**src/rtl/johnson_monitor.sv**
```systemverilog
// Johnson counter stream monitor: decodes phase, tracks lock and counts completed cycles.
// Optional wraps counter is built when JOHNSON_MON_WRAP_EN is defined.
module johnson_monitor #(
    parameter int LOCK_COUNT = 4
) (
    input  logic       clk,
    input  logic       rst,
    input  logic       in_valid,
    input  logic [7:0] in_code,
    input  logic       err_clr,
    output logic [3:0] phase,
    output logic       phase_valid,
    output logic       locked,
    output logic       illegal,
    output logic       err,
    output logic [7:0] wraps
);

    typedef enum logic [1:0] {S_HUNT, S_VERIFY, S_LOCKED} state_t;

    localparam logic [3:0] LOCK_RUN = 4'(LOCK_COUNT);

    // A Johnson code is a run of ones anchored at bit 0 (bit7 low) or at bit 7 (bit7 high);
    // folding the second case by inversion leaves a 2^k-1 mask check.
    function automatic logic is_legal(input logic [7:0] c);
        logic [7:0] m;
        m = c[7] ? ~c : c;
        return (m & (m + 8'd1)) == 8'd0;
    endfunction

    function automatic logic [3:0] decode(input logic [7:0] c);
        logic [3:0] ones;
        ones = 4'd0;
        for (int i = 0; i < 8; i++) ones = ones + {3'd0, c[i]};
        return c[7] ? (4'd8 + (4'd8 - ones)) : ones;
    endfunction

    state_t     state, next_state;
    logic [3:0] run, next_run;
    logic       code_legal;
    logic [3:0] code_phase;
    logic [3:0] expected_phase;
    logic       step_ok;
    logic       lock_loss;

    assign code_legal     = is_legal(in_code);
    assign code_phase     = decode(in_code);
    assign expected_phase = phase + 4'd1;
    assign step_ok        = code_legal && (code_phase == expected_phase);

    // NOTE: sequential state uses non-blocking assignments so every register samples
    // pre-edge values; blocking here would create order-dependent simulation races.
    always_ff @(posedge clk) begin
        if (rst) begin
            state <= S_HUNT;
            run   <= 4'd0;
        end else begin
            state <= next_state;
            run   <= next_run;
        end
    end

    // NOTE: defaults first so every path assigns next_state/next_run and no latch is inferred.
    always_comb begin
        next_state = state;
        next_run   = run;
        if (in_valid) begin
            case (state)
                S_HUNT: begin
                    if (code_legal) begin
                        next_run   = 4'd1;
                        next_state = (LOCK_RUN <= 4'd1) ? S_LOCKED : S_VERIFY;
                    end
                end
                S_VERIFY: begin
                    if (!code_legal) begin
                        next_state = S_HUNT;
                        next_run   = 4'd0;
                    end else if (step_ok) begin
                        next_run = run + 4'd1;
                        if (run + 4'd1 >= LOCK_RUN) next_state = S_LOCKED;
                    end else begin
                        next_run = 4'd1;
                    end
                end
                S_LOCKED: begin
                    if (!step_ok) begin
                        next_state = S_HUNT;
                        next_run   = 4'd0;
                    end
                end
                default: begin
                    next_state = S_HUNT;
                    next_run   = 4'd0;
                end
            endcase
        end
    end

    always_comb begin
        locked    = (state == S_LOCKED);
        lock_loss = in_valid && (state == S_LOCKED) && !step_ok;
    end

    // phase doubles as the "previous legal phase" used to judge the next step.
    always_ff @(posedge clk) begin
        if (rst) begin
            phase       <= 4'd0;
            phase_valid <= 1'b0;
            illegal     <= 1'b0;
            err         <= 1'b0;
        end else begin
            phase_valid <= in_valid && code_legal;
            illegal     <= in_valid && !code_legal;
            if (in_valid && code_legal) phase <= code_phase;
            if (lock_loss)    err <= 1'b1;
            else if (err_clr) err <= 1'b0;
        end
    end

`ifdef JOHNSON_MON_WRAP_EN
    logic       wrap_step;
    logic [7:0] wraps_q;

    assign wrap_step = in_valid && (state == S_LOCKED) && step_ok && (phase == 4'd15);

    always_ff @(posedge clk) begin
        if (rst)            wraps_q <= 8'd0;
        else if (wrap_step) wraps_q <= wraps_q + 8'd1;
    end

    assign wraps = wraps_q;
`else
    assign wraps = 8'h00;
`endif

endmodule

```
**config.mk**
```make
export PLATFORM = sky130hd
export DESIGN_NAME = johnson_monitor
export DESIGN_NICKNAME = d
export VERILOG_FILES = /design/src/rtl/johnson_monitor.sv
export SDC_FILE = /design/constraint.sdc
export NUM_CORES = 1
export LEC_CHECK = 0
export CORE_UTILIZATION = 25
export CTS_CLUSTER_DIAMETER = 100
export DETAILED_ROUTE_END_ITERATION = 8
export DONT_BUFFER_PORTS = 1
export PLACE_DENSITY = 0.44
export RECOVER_POWER = 25
export SLEW_MARGIN = 20
export SYNTH_ARGS = -nofsm -noshare
export SYNTH_HDL_FRONTEND = slang
export SYNTH_SLANG_ARGS = --single-unit
export TNS_END_PERCENT = 30
```
**constraint.sdc**
```tcl
create_clock -name clk -period 5.15 [get_ports clk]
set_input_delay 0.515 -clock clk [delete_from_list [all_inputs] [get_ports clk]]
set_output_delay 0.515 -clock clk [all_outputs]
set_load 0.05 [all_outputs]
```
==> results of run 1 <==
[cells by family after synthesis]
| kind of cell | count (synthesis) |
|---|---|
| AOI/OAI and AO/OA | 37 |
| adders and majority gates | 10 |
| muxes | 6 |
| buffers and inverters | 32 |
| DFF | 13 |
| other | 1 |
| xor gates and xnor gates | 7 |
| and+or+nand+nor | 50 |
[worst max-delay path by stage]
stage / startpoint / end / slack (ns) / cells after the start
2_1_floorplan: in_code[0] / state[1] / 0.37 / 15
3_3_place_gp: in_code[0] / state[1] / 0.22 / 15
3_5_place_dp: in_code[0] / state[1] / 0.21 / 15
4_1_cts: in_code[0] / state[1] / 0.44 / 15
5_1_grt: in_code[0] / state[1] / 0.27 / 15
6_report: in_code[0] / state[1] / 0.46 / 15
[Yosys cell counts, types with 2 or more instances]
cell type | n | area, sq um
xnor2_1 | 4 | 35.03
clkbuf_1 | 3 | 11.26
nand3_1 | 7 | 35.03
a21o_1 | 2 | 15.01
and2_1 | 3 | 18.77
ha_1 | 6 | 75.07
a21oi_1 | 9 | 45.04
o21ai_0 | 6 | 30.03
a211o_1 | 2 | 17.52
buf_4 | 9 | 67.56
fa_1 | 4 | 80.08
mux2i_1 | 5 | 50.05
a31oi_1 | 3 | 18.77
nand4_1 | 3 | 18.77
nor2_1 | 17 | 63.81
o2111ai_1 | 2 | 17.52
inv_1 | 20 | 75.07
nand2_1 | 10 | 37.54
and3_1 | 2 | 12.51
a311oi_1 | 3 | 26.28
dfxtp_1 | 13 | 260.3
[state kept, by name (all words and copies together) (netlist names)]
signal       cells
err              1
phase_valid      1
run              4
illegal          1
phase            4
state            2
[per-stage QoR]
| stage | area, sq um | utilization (%) | std cells |
|---|---|---|---|
| floorplan | 1254 | - | 163 |
| global placement | 1266 | 26.81 | 219 |
| detailed placement | 1266 | 26.81 | 219 |
| CTS | 1313 | 27.79 | 223 |
| global route | 1313 | 27.79 | 223 |
| finish | 1313 | 27.79 | 223 |
[worst max-delay path, cell delays in order]
cell and delay [ns]:
inv_1 0.03, fa_1 0.55, fa_1 0.43, fa_1 0.49, inv_1 0.04, ha_1 0.20, fa_1 0.56, inv_1 0.06
ha_1 0.17, and2b_2 0.24, xnor3_1 0.28, or3_1 0.35, or4_4 0.50, a211o_1 0.28, a22oi_2 0.17
[routing by layer]
layer	vias to the layer above	share of wire (%)	track usage, %
met2	31	49	19.00
li1	531	-	-
met5	-	0	0
met1	491	42	12.20
met4	0	2.6	5.447
met3	8	6.1	4.028
[layout make-up]
cell class | instances | area (sq um) | share of cell area (%)
tap | 67 | 83.83 | 6.387
clock inverter | 1 | 5.005 | 0.3813
multi-input combinational | 118 | 839.6 | 63.97
timing repair buffer | 1 | 7.507 | 0.5720
clock buffer | 3 | 41.29 | 3.146
sequential | 13 | 260.3 | 19.83
inverter | 20 | 75.07 | 5.720
[where the power goes]
part / internal [mW] / switching, mW / total, mW
combinational: 0.0773 / 0.100 / 0.178
sequential: 0.106 / 0.0166 / 0.122
clock: 0.0535 / 0.0394 / 0.0929
total: 0.236 / 0.156 / 0.393
==> impl_results.md, run 1 <==
- Status: completed
- Initial DRC count: 36
- Hold_sp: rst
- VDD IR max: 0.0001099 V
- Final nets: between 150 and 200
- Leakage: 0.5576 nW
- Max-cap check violation count: 0
- Yosys Warn Count: 0
- Pre-Repair DR Iteration Count: 4
- GR Util All Layers: about 11%
- Mean post-synth cell area: approximately 8 sq um
- Die area: 5194 sq um
- RSZ-0062 raised after global routing: no
- Post-Route WL: between 2000 and 3000 um
- DRT antenna net count: 0
- Die Span Y: approximately 70 um
- Pwr Total: just under 400 uW
- Mux contribution to synthesized area: under 10%
- Syn Inst Count: approximately 160
- GP Congestion: 0.8222
- Terminus of the critical flop-to-flop path: state[1]
- Period utilization: 91.09%
- CTS H-tree depth: 1
- Slew @ Worst Pin: 0.8512 ns
- Core Area: approximately 4700 sq um
- Via density: 4.758
- Minimum clock period after layout: 4.691 ns
- Initial antenna violation count: 0
- Compound-gate portion of the synthesized area: 21.00%
- Fmax: 213.2 MHz
- Average wire per standard cell: between 10 and 15 um
- Core Rows: 25
- Post-CTS sizing: 0
- Simple-gate share of the synthesized area: 20.59%
- Initial Util: roughly 26%
- Post-CTS Hold Buffers: 0
- Setup crit end kind: flip-flop
- Skew final: 0.005512 ns
- Max Slew Vio Count: 0
- Adder-Cell Fraction of Synth Area: between 10% and 20%
- EDFF count, synth: 0
- First-pass GRT wire length: 4485 um
- Main flop type after synthesis: dfxtp_1
- Setup TNS: 0 ns
- Critical path arrival: between 4 and 5 ns
- Post-CTS Setup Inserts: 0
- Clk slew on worst S/H paths: ~0.06 ns
- Area Overhead vs Synth: 6.932%
- Clock tree buffer depth: 2
- Hold path depth: 1
- Die X: about 72 um
- Largest family of logic cells by synthesized area: compound AO/OA/AOI/OAI gates
- Min-Delay Endpoint: run[0]
- Post-synthesis xor/xnor area fraction: 6.728%
- Leading cell type in the layout, fill and taps excluded: inv_1
- Hold Worst Slack: 0.3298 ns
- Yosys reg bits: 13
- Final HPWL DP: approximately 2100 um
- FFs w/ async S/R, synth: 0%
- Rel. slew slack: a little over two fifths
- CTS buffer count: 3
- Most frequent cells in the layout: 20 x inv_1, 17 x nor2_1, 13 x dfxtp_1
- Crit Reg-Reg Startpoint: phase[0]
- R2r setup slk: roughly 2.4 ns
- DRC Markers: 0
- PwrDens: ~300 nW/um^2
- Mapped Area: around 1200 sq um
- CP max FO: 4
- I/O pins: 28
- Pre-CTS WS: 0.2060 ns
- Final setup violation count: 0
- Antenna cells: 0
- CTS tree: done
- Ratio of cells with drive above 1 in the final layout: under 10%
- Fillers: approximately 510
- Clock root buffer: clkbuf_8
- CTS sink count: 13
- Input/output buffers: 0
- Vias in the first global route: 1012
- Pin count of the biggest net entering global routing: 15
- Critical Path RT: ~5.3 ns
- Worst hold path type: input port to flip-flop
- Startpoint types: input port
- Total number of vias: 1061
- Final Hold Viols: 0
- FF-to-FF path depth: 7
- Register area share after synthesis: a little over a fifth
- Clk_lat worst skew: between 0.2 and 0.3 ns
- Worst setup margin: 0.4587 ns
- Library cells used by synthesis: 44
- Gr ovfl total: 0
- CP Class: input port to flip-flop
(Power assumes the default switching activity.)
==> run 2, diff against run 1 <==
- CAP_MARGIN: default -> 15
==> results of run 2 <==
The final DEF is identical to that of run 1; final timing and power are the same.
